`src/rtl/row_sync_engine_pkg.sv`:
```
// Shared definitions for the row synchronisation engine and its MEMSync sibling.
package memsync_pkg;

  localparam int unsigned DEF_CHWIDTH   = 6;
  localparam int unsigned DEF_ADDRWIDTH = 17;
  localparam int unsigned DEF_COLWIDTH  = 3;
  localparam int unsigned DEF_DWIDTH    = 64;

  typedef enum logic [2:0] {
    IDLE,
    WB_RD,
    WB_WR,
    FILL_RD,
    FILL_WR,
    DONE
  } state_t;

endpackage

```
`src/rtl/row_sync_engine_if.sv`:
```
// Request, status, cache-port and memory-port signals of the row sync engine.
interface row_sync_engine_if
  import memsync_pkg::*;
#(
  parameter int unsigned CHWIDTH   = DEF_CHWIDTH,
  parameter int unsigned ADDRWIDTH = DEF_ADDRWIDTH,
  parameter int unsigned COLWIDTH  = DEF_COLWIDTH,
  parameter int unsigned DWIDTH    = DEF_DWIDTH
) ();

  logic                          req;
  logic                          req_wb;
  logic [CHWIDTH-1:0]            req_cRowId;
  logic [ADDRWIDTH-1:0]          req_RowId;
  logic [ADDRWIDTH-1:0]          req_wbRowId;
  logic                          busy;
  logic                          sync;

  logic [CHWIDTH+COLWIDTH-1:0]   c_addr;
  logic                          c_wr;
  logic [DWIDTH-1:0]             c_wdata;
  logic [DWIDTH-1:0]             c_rdata;

  logic [ADDRWIDTH+COLWIDTH-1:0] m_addr;
  logic                          m_rd;
  logic                          m_wr;
  logic [DWIDTH-1:0]             m_wdata;
  logic [DWIDTH-1:0]             m_rdata;
  logic                          m_ack;

  modport master (
    input  req, req_wb, req_cRowId, req_RowId, req_wbRowId,
    input  c_rdata, m_rdata, m_ack,
    output busy, sync, c_addr, c_wr, c_wdata, m_addr, m_rd, m_wr, m_wdata
  );

  modport slave (
    output req, req_wb, req_cRowId, req_RowId, req_wbRowId,
    output c_rdata, m_rdata, m_ack,
    input  busy, sync, c_addr, c_wr, c_wdata, m_addr, m_rd, m_wr, m_wdata
  );

endinterface

```
`src/rtl/row_sync_engine_beat_counter.sv`:
```
// Beat counter within a row transfer: synchronous clear, increment, last-beat flag.
module row_beat_counter
  import memsync_pkg::*;
#(
  parameter int unsigned WIDTH = DEF_COLWIDTH
) (
  input  logic             clk,
  input  logic             rst,
  input  logic             i_clr,
  input  logic             i_inc,
  output logic [WIDTH-1:0] o_beat,
  output logic [WIDTH-1:0] o_beat_next,
  output logic             o_last
);

  logic [WIDTH-1:0] r_beat;

  always_ff @(posedge clk or negedge rst) begin
    if (!rst) begin
      r_beat <= '0;
    end else if (i_clr) begin
      r_beat <= '0;
    end else if (i_inc) begin
      r_beat <= r_beat + WIDTH'(1);
    end
  end

  assign o_beat      = r_beat;
  assign o_beat_next = r_beat + WIDTH'(1);
  assign o_last      = &r_beat;

endmodule

```
`src/rtl/row_sync_engine.sv`:
```
// Moves one cache row: optional writeback of the victim row to memory, then a fill
// from memory, one beat at a time, ending with a single-cycle sync pulse.
module row_sync_engine
  import memsync_pkg::*;
#(
  parameter int unsigned CHWIDTH   = DEF_CHWIDTH,
  parameter int unsigned ADDRWIDTH = DEF_ADDRWIDTH,
  parameter int unsigned COLWIDTH  = DEF_COLWIDTH,
  parameter int unsigned DWIDTH    = DEF_DWIDTH
) (
  input logic               clk,
  input logic               rst,
  row_sync_engine_if.master bus
);

  state_t               r_state;
  logic [CHWIDTH-1:0]   r_slot;
  logic [ADDRWIDTH-1:0] r_row;
  logic [ADDRWIDTH-1:0] r_wbrow;

  logic [COLWIDTH-1:0]  w_beat;
  logic [COLWIDTH-1:0]  w_beat_next;
  logic                 w_last;
  logic                 w_clr;
  logic                 w_inc;
  logic [DWIDTH-1:0]    w_wb_data;

  row_beat_counter #(.WIDTH(COLWIDTH)) u_beat (
    .clk         (clk),
    .rst         (rst),
    .i_clr       (w_clr),
    .i_inc       (w_inc),
    .o_beat      (w_beat),
    .o_beat_next (w_beat_next),
    .o_last      (w_last)
  );

  always_comb begin
    w_clr = 1'b0;
    w_inc = 1'b0;
    case (r_state)
      IDLE:    w_clr = bus.req;
      WB_WR:   if (bus.m_ack) begin
                 w_clr = w_last;
                 w_inc = !w_last;
               end
      FILL_WR: w_inc = !w_last;
      default: ;
    endcase
  end

  // Cache read data arrives the cycle after c_addr, so the writeback beat is
  // forwarded straight through instead of costing an extra register stage.
  assign w_wb_data   = bus.c_rdata;
  assign bus.m_wdata = (r_state == WB_WR) ? w_wb_data : '0;

  always_ff @(posedge clk or negedge rst) begin
    if (!rst) begin
      r_state     <= IDLE;
      r_slot      <= '0;
      r_row       <= '0;
      r_wbrow     <= '0;
      bus.busy    <= 1'b0;
      bus.sync    <= 1'b0;
      bus.c_addr  <= '0;
      bus.c_wr    <= 1'b0;
      bus.c_wdata <= '0;
      bus.m_addr  <= '0;
      bus.m_rd    <= 1'b0;
      bus.m_wr    <= 1'b0;
    end else begin
      case (r_state)
        IDLE: if (bus.req) begin
          r_slot   <= bus.req_cRowId;
          r_row    <= bus.req_RowId;
          r_wbrow  <= bus.req_wbRowId;
          bus.busy <= 1'b1;
          if (bus.req_wb) begin
            r_state    <= WB_RD;
            bus.c_addr <= {bus.req_cRowId, {COLWIDTH{1'b0}}};
          end else begin
            r_state    <= FILL_RD;
            bus.m_rd   <= 1'b1;
            bus.m_addr <= {bus.req_RowId, {COLWIDTH{1'b0}}};
          end
        end
        WB_RD: begin
          r_state    <= WB_WR;
          bus.m_wr   <= 1'b1;
          bus.m_addr <= {r_wbrow, w_beat};
        end
        WB_WR: if (bus.m_ack) begin
          bus.m_wr <= 1'b0;
          if (w_last) begin
            r_state    <= FILL_RD;
            bus.m_rd   <= 1'b1;
            bus.m_addr <= {r_row, {COLWIDTH{1'b0}}};
          end else begin
            r_state    <= WB_RD;
            bus.c_addr <= {r_slot, w_beat_next};
          end
        end
        FILL_RD: if (bus.m_ack) begin
          r_state     <= FILL_WR;
          bus.m_rd    <= 1'b0;
          bus.c_wr    <= 1'b1;
          bus.c_addr  <= {r_slot, w_beat};
          bus.c_wdata <= bus.m_rdata;
        end
        FILL_WR: begin
          bus.c_wr <= 1'b0;
          if (w_last) begin
            r_state  <= DONE;
            bus.sync <= 1'b1;
          end else begin
            r_state    <= FILL_RD;
            bus.m_rd   <= 1'b1;
            bus.m_addr <= {r_row, w_beat_next};
          end
        end
        DONE: begin
          r_state  <= IDLE;
          bus.sync <= 1'b0;
          bus.busy <= 1'b0;
        end
        default: r_state <= IDLE;
      endcase
    end
  end

endmodule
```
`src/flat_wrapper.sv`:
```
// flat-port wrapper written by rule: the top's interface ports become plain ports
module row_sync_engine_flat import memsync_pkg::*;
#(
  parameter int unsigned CHWIDTH   = DEF_CHWIDTH,
  parameter int unsigned ADDRWIDTH = DEF_ADDRWIDTH,
  parameter int unsigned COLWIDTH  = DEF_COLWIDTH,
  parameter int unsigned DWIDTH    = DEF_DWIDTH
)
  (clk, rst, bus_req, bus_req_wb, bus_req_cRowId, bus_req_RowId, bus_req_wbRowId, bus_c_rdata, bus_m_rdata, bus_m_ack, bus_busy, bus_sync, bus_c_addr, bus_c_wr, bus_c_wdata, bus_m_addr, bus_m_rd, bus_m_wr, bus_m_wdata);
  row_sync_engine_if #(.CHWIDTH(CHWIDTH), .ADDRWIDTH(ADDRWIDTH), .COLWIDTH(COLWIDTH), .DWIDTH(DWIDTH)) bus_i ();
  input logic clk;
  input logic rst;
  input wire logic [$bits(bus_i.req)-1:0] bus_req;
  input wire logic [$bits(bus_i.req_wb)-1:0] bus_req_wb;
  input wire logic [$bits(bus_i.req_cRowId)-1:0] bus_req_cRowId;
  input wire logic [$bits(bus_i.req_RowId)-1:0] bus_req_RowId;
  input wire logic [$bits(bus_i.req_wbRowId)-1:0] bus_req_wbRowId;
  input wire logic [$bits(bus_i.c_rdata)-1:0] bus_c_rdata;
  input wire logic [$bits(bus_i.m_rdata)-1:0] bus_m_rdata;
  input wire logic [$bits(bus_i.m_ack)-1:0] bus_m_ack;
  output wire logic [$bits(bus_i.busy)-1:0] bus_busy;
  output wire logic [$bits(bus_i.sync)-1:0] bus_sync;
  output wire logic [$bits(bus_i.c_addr)-1:0] bus_c_addr;
  output wire logic [$bits(bus_i.c_wr)-1:0] bus_c_wr;
  output wire logic [$bits(bus_i.c_wdata)-1:0] bus_c_wdata;
  output wire logic [$bits(bus_i.m_addr)-1:0] bus_m_addr;
  output wire logic [$bits(bus_i.m_rd)-1:0] bus_m_rd;
  output wire logic [$bits(bus_i.m_wr)-1:0] bus_m_wr;
  output wire logic [$bits(bus_i.m_wdata)-1:0] bus_m_wdata;
  assign bus_i.req = bus_req;
  assign bus_i.req_wb = bus_req_wb;
  assign bus_i.req_cRowId = bus_req_cRowId;
  assign bus_i.req_RowId = bus_req_RowId;
  assign bus_i.req_wbRowId = bus_req_wbRowId;
  assign bus_i.c_rdata = bus_c_rdata;
  assign bus_i.m_rdata = bus_m_rdata;
  assign bus_i.m_ack = bus_m_ack;
  assign bus_busy = bus_i.busy;
  assign bus_sync = bus_i.sync;
  assign bus_c_addr = bus_i.c_addr;
  assign bus_c_wr = bus_i.c_wr;
  assign bus_c_wdata = bus_i.c_wdata;
  assign bus_m_addr = bus_i.m_addr;
  assign bus_m_rd = bus_i.m_rd;
  assign bus_m_wr = bus_i.m_wr;
  assign bus_m_wdata = bus_i.m_wdata;
  row_sync_engine #(.CHWIDTH(CHWIDTH), .ADDRWIDTH(ADDRWIDTH), .COLWIDTH(COLWIDTH), .DWIDTH(DWIDTH)) u_core (.clk(clk), .rst(rst), .bus(bus_i));
endmodule
```
`config.mk`:
```
export PLATFORM = sky130hd
export DESIGN_NAME = row_sync_engine_flat
export DESIGN_NICKNAME = d
export VERILOG_FILES = /design/src/rtl/row_sync_engine_pkg.sv /design/src/rtl/row_sync_engine_if.sv /design/src/rtl/row_sync_engine_beat_counter.sv /design/src/rtl/row_sync_engine.sv /design/src/flat_wrapper.sv
export SDC_FILE = /design/constraint.sdc
export NUM_CORES = 1
export LEC_CHECK = 0
export ABC_CLOCK_PERIOD_IN_PS = 3100
export BUFFER_PORTS_ARGS = -buffer_cell sky130_fd_sc_hd__buf_2
export CAP_MARGIN = 20
export CORE_ASPECT_RATIO = 0.5
export CORE_MARGIN = 10
export CORE_UTILIZATION = 30
export CTS_CLUSTER_DIAMETER = 50
export CTS_CLUSTER_SIZE = 20
export DETAILED_ROUTE_END_ITERATION = 6
export GPL_ROUTABILITY_DRIVEN = 0
export SETUP_SLACK_MARGIN = 0.3
export SYNTH_ARGS = -nofsm -noshare
export SYNTH_HDL_FRONTEND = slang
export SYNTH_SLANG_ARGS = --single-unit
export TNS_END_PERCENT = 100
```
`constraint.sdc`:
```
create_clock -name clk -period 3.1 [get_ports clk]
set_input_delay 0.62 -clock clk [delete_from_list [all_inputs] [get_ports clk]]
set_output_delay 0.62 -clock clk [all_outputs]
set_load 0.02 [all_outputs]
```
==> results of run 1 <==
==> cells in the final DEF (no fill, tap or decap), types with 17 or more instances in the layout <==
cell       instances
mux2_1            36
mux2_2            68
nor3b_1           17
clkbuf_16         17
and2_1            64
a21oi_1           22
buf_2            333
o221ai_1          18
dfrtp_1          143
mux2i_1           45
nand2b_1          22
inv_1             20
==> where the power goes <==
part / total, W / leakage [nW] / switching (W) / internal, W
registers: 0.00331 / 1.72 / 0.000497 / 0.00281
clock network: 0.00229 / 0.307 / 0.000844 / 0.00145
logic: 0.00507 / 2.76 / 0.00300 / 0.00207
==> stage by stage <==
stage | cell area [um^2] | utilization (%) | std cells
finish | 9620 | 42.2 | 1217
global route | 9620 | 42.2 | 1217
CTS | 9620 | 42.2 | 1217
detailed placement | 8960 | 39.3 | 1185
global placement | 8960 | 39.3 | 1185
floorplan | 6940 | - | 571
==> cell families after synthesis <==
logic type / Yosys count / synth area share, %
mux: 152 / 24.0
compound gates: 67 / 6.87
fa+ha+maj: 4 / 0.703
flops: 144 / 51.9
buf+inv: 60 / 3.90
xor+xnor: 3 / 0.379
simple gates: 141 / 12.2
==> layer usage <==
metal	vias to the layer above	routed length (um)	GRT usage, %
met5	-	0	0
met4	0	208	3.24
met3	15	1340	4.09
met2	158	12600	28.4
met1	2801	8660	15.9
li1	2649	-	-
==> flip-flops by register name, summed over array words and instances, names as in the netlist <==
| register | flops |
|---|---|
| u_core.r_state | 3 |
| u_core.r_slot | 6 |
| u_core.bus.busy | 1 |
| u_core.r_row | 17 |
| u_core.u_beat.o_beat | 3 |
| u_core.bus.sync | 1 |
| u_core.bus.c_wr | 1 |
| u_core.bus.c_addr | 9 |
| u_core.bus.c_wdata | 64 |
| u_core.r_wbrow | 17 |
| u_core.bus.m_addr | 20 |
| u_core.bus.m_wr | 1 |
| u_core.bus.m_rd | 1 |
==> cell type report <==
| class | instances | share of cell area (%) |
|---|---|---|
| sequential | 144 | 37.5 |
| multi-input combinational | 367 | 32.2 |
| timing repair buffer | 346 | 18.6 |
| clock buffer | 18 | 4.46 |
| tap | 307 | 3.99 |
| clock inverter | 14 | 2.38 |
| inverter | 21 | 0.819 |
==> final timing paths <==
kind	startpoint	to	slack, ns	depth (start not counted)
worst max-delay path	u_core.r_state[2]	bus_m_wdata[8]	0.47	5
worst min-delay path	rst	u_core.bus.c_addr[3]	0.24	1
worst max register to register	u_core.r_state[0]	u_core.bus.m_addr[6]	0.84	5
worst min register to register	u_core.bus.c_wdata[59]	u_core.bus.c_wdata[59]	0.48	1
max in group asynchronous	rst	u_core.bus.c_wdata[21]	2.06	2
min in group clk	bus_m_rdata[47]	u_core.bus.c_wdata[47]	0.42	2
==> critical path, cell delays in order, from the launching register on <==
cell and delay [ns]:
dfrtp_2 0.42, or2_1 0.30, nor2_4 0.10, buf_4 0.37
and2_1 0.20, buf_2 0.16
==> results by group, run 1 <==
Yosys
  • Post-synth top area share: 51.9%
  • Ys flop type: dfrtp_1
  • Ys Warns: 0
  • Ranking of synthesized cells by area: dfrtp_1 (52%), mux2_2 (11%), mux2i_1 (6.5%)
  • #FFs+latches synth: 144
  • Mapped Avg Cell Area: 12.2 um^2
  • Seq/Total Area, Yosys: 51.9%
  • Async set-reset flop share out of synthesis: 100%
  • Largest area contributor in the netlist: dfrtp_1
  • Netlist cell types: 44
  • Post-synth EDFFs: 0
  • Syn nets: 747
  • Post-Syn Area: 6940 um^2
  • Synthesized instance count: 571
  • Post-synth top cells: dfrtp_1 (144), mux2_2 (68), and2_1 (64)
  • Top-count cell post-synth: dfrtp_1

Outcome
  • Status: finished, final reports clean

Routing
  • DRT antenna net count: 0
  • DR vias: 5,623
  • WL/cell: 18.7 um
  • Iteration-0 DRC Markers: 355
  • Final WL: 22,800 um
  • Remaining DRCs: 0
  • Vias per Instance: 4.62
  • DRT Pass-1 Iters: 4

Setup path
  • Worst Path Max Fanout: 64
  • CP endpoint kind: output port
  • Arr. time, crit path: 2.01 ns
  • Worst EP required: 2.48 ns
  • Crit Path Category: flip-flop to output port
  • Crit start category: flip-flop

Clock tree
  • CTS HTree Levels: 4
  • # hold bufs at CTS: 0
  • CTS tree: built
  • Resized cells post-CTS: 0
  • Clk buf depth: 2
  • Num CTS Buffers: 17
  • Clock sink count: 144
  • CTS clk-pin slew, worst paths: 0.07 ns
  • Post-CTS setup buffers: 0
  • Root Buffer: clkbuf_16
  • Worst skew pair latency: 0.42 ns

Final layout
  • Area grow syn2layout: 38.7%
  • Fin nets: 1,073
  • Ratio of cells with drive above 1 in the final layout: 50.3%
  • Footprint of the multi-input gates: 3100 um^2
  • FF+latch area: 3600 um^2
  • Number of diodes: 0
  • Fillers: 2,163

Global route
  • GR Util All Layers: 14.7%
  • Vias in the first global route: 6,031
  • Grt total ovfl: 0
  • Initial antenna violation count: 0
  • First-pass GRT wire length: 35,300 um
  • Pin count of the biggest net entering global routing: 80

Floorplan
  • IO Count: 335
  • Starting Density: 30.4%
  • Core Region: 22,800 um^2
  • Die Y-Extent: 128 um
  • Rows: 39
  • Die width: 235 um
  • Die ar.: 30,000 um^2

Power and ir drop
  • P_leak: 4.78 nW
  • Total chip power: 0.0107 W
  • Max VDD drop: 0.000468 V
  • PD cells: 1110 nW/um^2

STA
  • Final slew viol count: 0
  • Setup Skew: 0.0111 ns
  • Achievable frequency: 0.380 GHz
  • Unrepaired setup endpoints after global routing: no
  • Slew HR: 43.4%
  • Setup TNS Final: 0 ns
  • Worst Hold Margin: 0.238 ns
  • Final Hold Fails: 0
  • Worst setup margin: 0.471 ns
  • Worst slew pin tran: 0.848 ns
  • Period utilization: 84.8%
  • # setup viols final: 0
  • Post-layout min period: 2.63 ns

Place
  • Hpwl dp: 17,600 um
  • Place WS: 0.813 ns
  • Port Buf Inserts: 334

Min path
  • HP Class: primary input to asynchronous set/reset pin

Flow run
  • Maxcap violations: 0
(Power assumes the default switching activity.)
==> run 2: changes to the inputs <==
Settings changed: ABC_CLOCK_PERIOD_IN_PS 3100 to 2400.
Clock period 3.1 ns to 2.4 ns, I/O delays scaled along.
==> run 2 against run 1 <==
  * Sequential share of layout area is 1.9 points lower
  * Clock power grew 24%
  * Global-route usage up 0.25 points
  * First-iteration DRC count decreased by 28%
  * Die area unchanged
  * Critical path type unchanged
  * Highest routed layer unchanged
==> results by group, run 2 (synthesis results as in run 1) <==
Floorplan
  • Starting Density: 30.4%
  • Die Y-Extent: 128 um
  • Die width: 235 um
  • IO Count: 335
  • Die ar.: 30,000 um^2
  • Core Region: 22,800 um^2
  • Rows: 39

STA
  • Setup TNS Final: 0 ns
  • Setup Skew: 0.0184 ns
  • Slew HR: 62.4%
  • Achievable frequency: 0.436 GHz
  • Unrepaired setup endpoints after global routing: yes
  • Post-layout min period: 2.29 ns
  • Final slew viol count: 0
  • Final Hold Fails: 0
  • Worst slew pin tran: 0.561 ns
  • # setup viols final: 0
  • Period utilization: 95.6%

Place
  • Port Buf Inserts: 334
  • Hpwl dp: 17,400 um

Global route
  • Met3 Use GR: 3.77%
  • GR Util All Layers: 15.0%
  • Grt total ovfl: 0
  • Met1 Use GR: 16.7%
  • Pin count of the biggest net entering global routing: 67
  • GR peak layer: met2
  • First-pass GRT wire length: 36,100 um
  • Met2 Resource Use GR: 28.1%
  • Initial antenna violation count: 0
  • Vias in the first global route: 6,153

Setup path
  • Crit Path Category: flip-flop to output port
  • Worst Path Max Fanout: 8
  • Arr. time, crit path: 1.81 ns
  • Crit start category: flip-flop
  • Worst EP required: 1.92 ns
  • Reg2Reg Depth: 5
  • CP endpoint kind: output port

Routing
  • Iteration-0 DRC Markers: 254
  • DRT antenna net count: 0
  • WL/cell: 19.1 um
  • Final WL: 23,600 um
  • Remaining DRCs: 0
  • DR vias: 5,697
  • Vias per Instance: 4.62
  • DRT Pass-1 Iters: 4

Outcome
  • Status: finished, final reports clean

Clock tree
  • Clk buf depth: 2
  • CTS tree: built
  • Root Buffer: clkbuf_16
  • Num CTS Buffers: 17
  • CTS HTree Levels: 4
  • Worst skew pair latency: 0.42 ns
  • CTS clk-pin slew, worst paths: 0.06 ns
  • Clock sink count: 144

Power and ir drop
  • P_leak: 4.97 nW
  • Max VDD drop: 0.000613 V
  • Total chip power: 0.0145 W
  • PD cells: 1430 nW/um^2

Final layout
  • Fillers: 2,118
  • Leading cell type in the layout, fill and taps excluded: buf_2
  • Fin nets: 1,090
  • Max reg flops: 64
  • Footprint of the multi-input gates: 3190 um^2
  • FF+latch area: 3610 um^2
  • Largest registers: u_core.bus.c_wdata: 64 flops, u_core.bus.m_addr: 20 flops
  • Most frequent cells in the layout: buf_2 (301), dfrtp_1 (142), mux2_2 (68), mux2i_1 (45), and2_1 (37)
  • Biggest register: u_core.bus.c_wdata
  • Ratio of cells with drive above 1 in the final layout: 54.4%
  • Area grow syn2layout: 45.9%
  • Number of diodes: 0

Flow run
  • Maxcap violations: 0

Min path
  • Worst hold stages: 2
  • HP Class: primary input to flip-flop
-- run 2: cell count changes in the layout (fill, tap and decap cells not counted), sizes merged --
cell / previous run / this run
buf: 346 / 360
clkinvlp: 4 / 3
clkbuf: 18 / 22
inv: 25 / 22
clkinv: 1 / 4
bufinv: 5 / 4
dlygate4sd3: 0 / 1
-- run 2: metal layers --
metal | routed length (um) | up-vias
met5 | 0 | -
met4 | 277 | 0
met3 | 1170 | 17
met2 | 12800 | 162
met1 | 9320 | 2836
li1 | - | 2682
-- run 2: critical path, cell delays in order, from the launching register on --
cell and delay [ns]:
dfrtp_2 0.41, or2_4 0.27, nor2_4 0.16, buf_12 0.15, clkbuf_16 0.15, and2_4 0.14
buf_6 0.11
-- run 2: final timing paths --
kind | startpoint | to | slack (ns)
max | u_core.r_state[2] | bus_m_wdata[50] | 0.11
min | bus_m_rdata[36] | u_core.bus.c_wdata[36] | 0.27
max reg2reg | u_core.r_state[2] | u_core.r_row[2] | 0.33
min reg2reg | u_core.bus.c_addr[2] | u_core.bus.c_addr[2] | 0.47
max in group asynchronous | rst | u_core.bus.c_wdata[19] | 1.17
min in group asynchronous | rst | u_core.bus.c_wdata[35] | 0.55
-- run 2: report_power, final --
group	internal (W)	switching, W
Combinational	0.00331	0.00410
Sequential	0.00363	0.000649
Clock	0.00177	0.00105
-- run 2: area by class of cell --
type / instances / share of cell area, %
clock buffer: 20 / 4.41
tap: 307 / 3.79
inverter: 21 / 0.779
sequential: 144 / 35.6
multi-input combinational: 367 / 31.5
clock inverter: 12 / 1.80
timing repair buffer: 363 / 22.1
-- run 2: per-stage QoR --
step                      std cells  utilization (%)  worst slack, ns  cell area (um^2)  hold WS, ns
final                          1234             44.4            0.106             10100        0.265
after global routing           1234             44.4           0.0412             10100        0.255
after CTS                      1229             43.3           0.0687              9860        0.253
after detailed placement       1189             39.7            0.228              9040        0.436
after global placement         1189             39.7            0.251              9040        0.434
after floorplan                 571                -            0.424              6940        0.184
-- run 2: timing repair --
item                       4_1_cts  5_1_grt
cloned                           1        3
setup endpoints to repair       73       90
setup buffers                    6        2
resized for setup               38       56
hold endpoints to repair        41        0
pin swaps                        1       26
hold buffers                     1        0
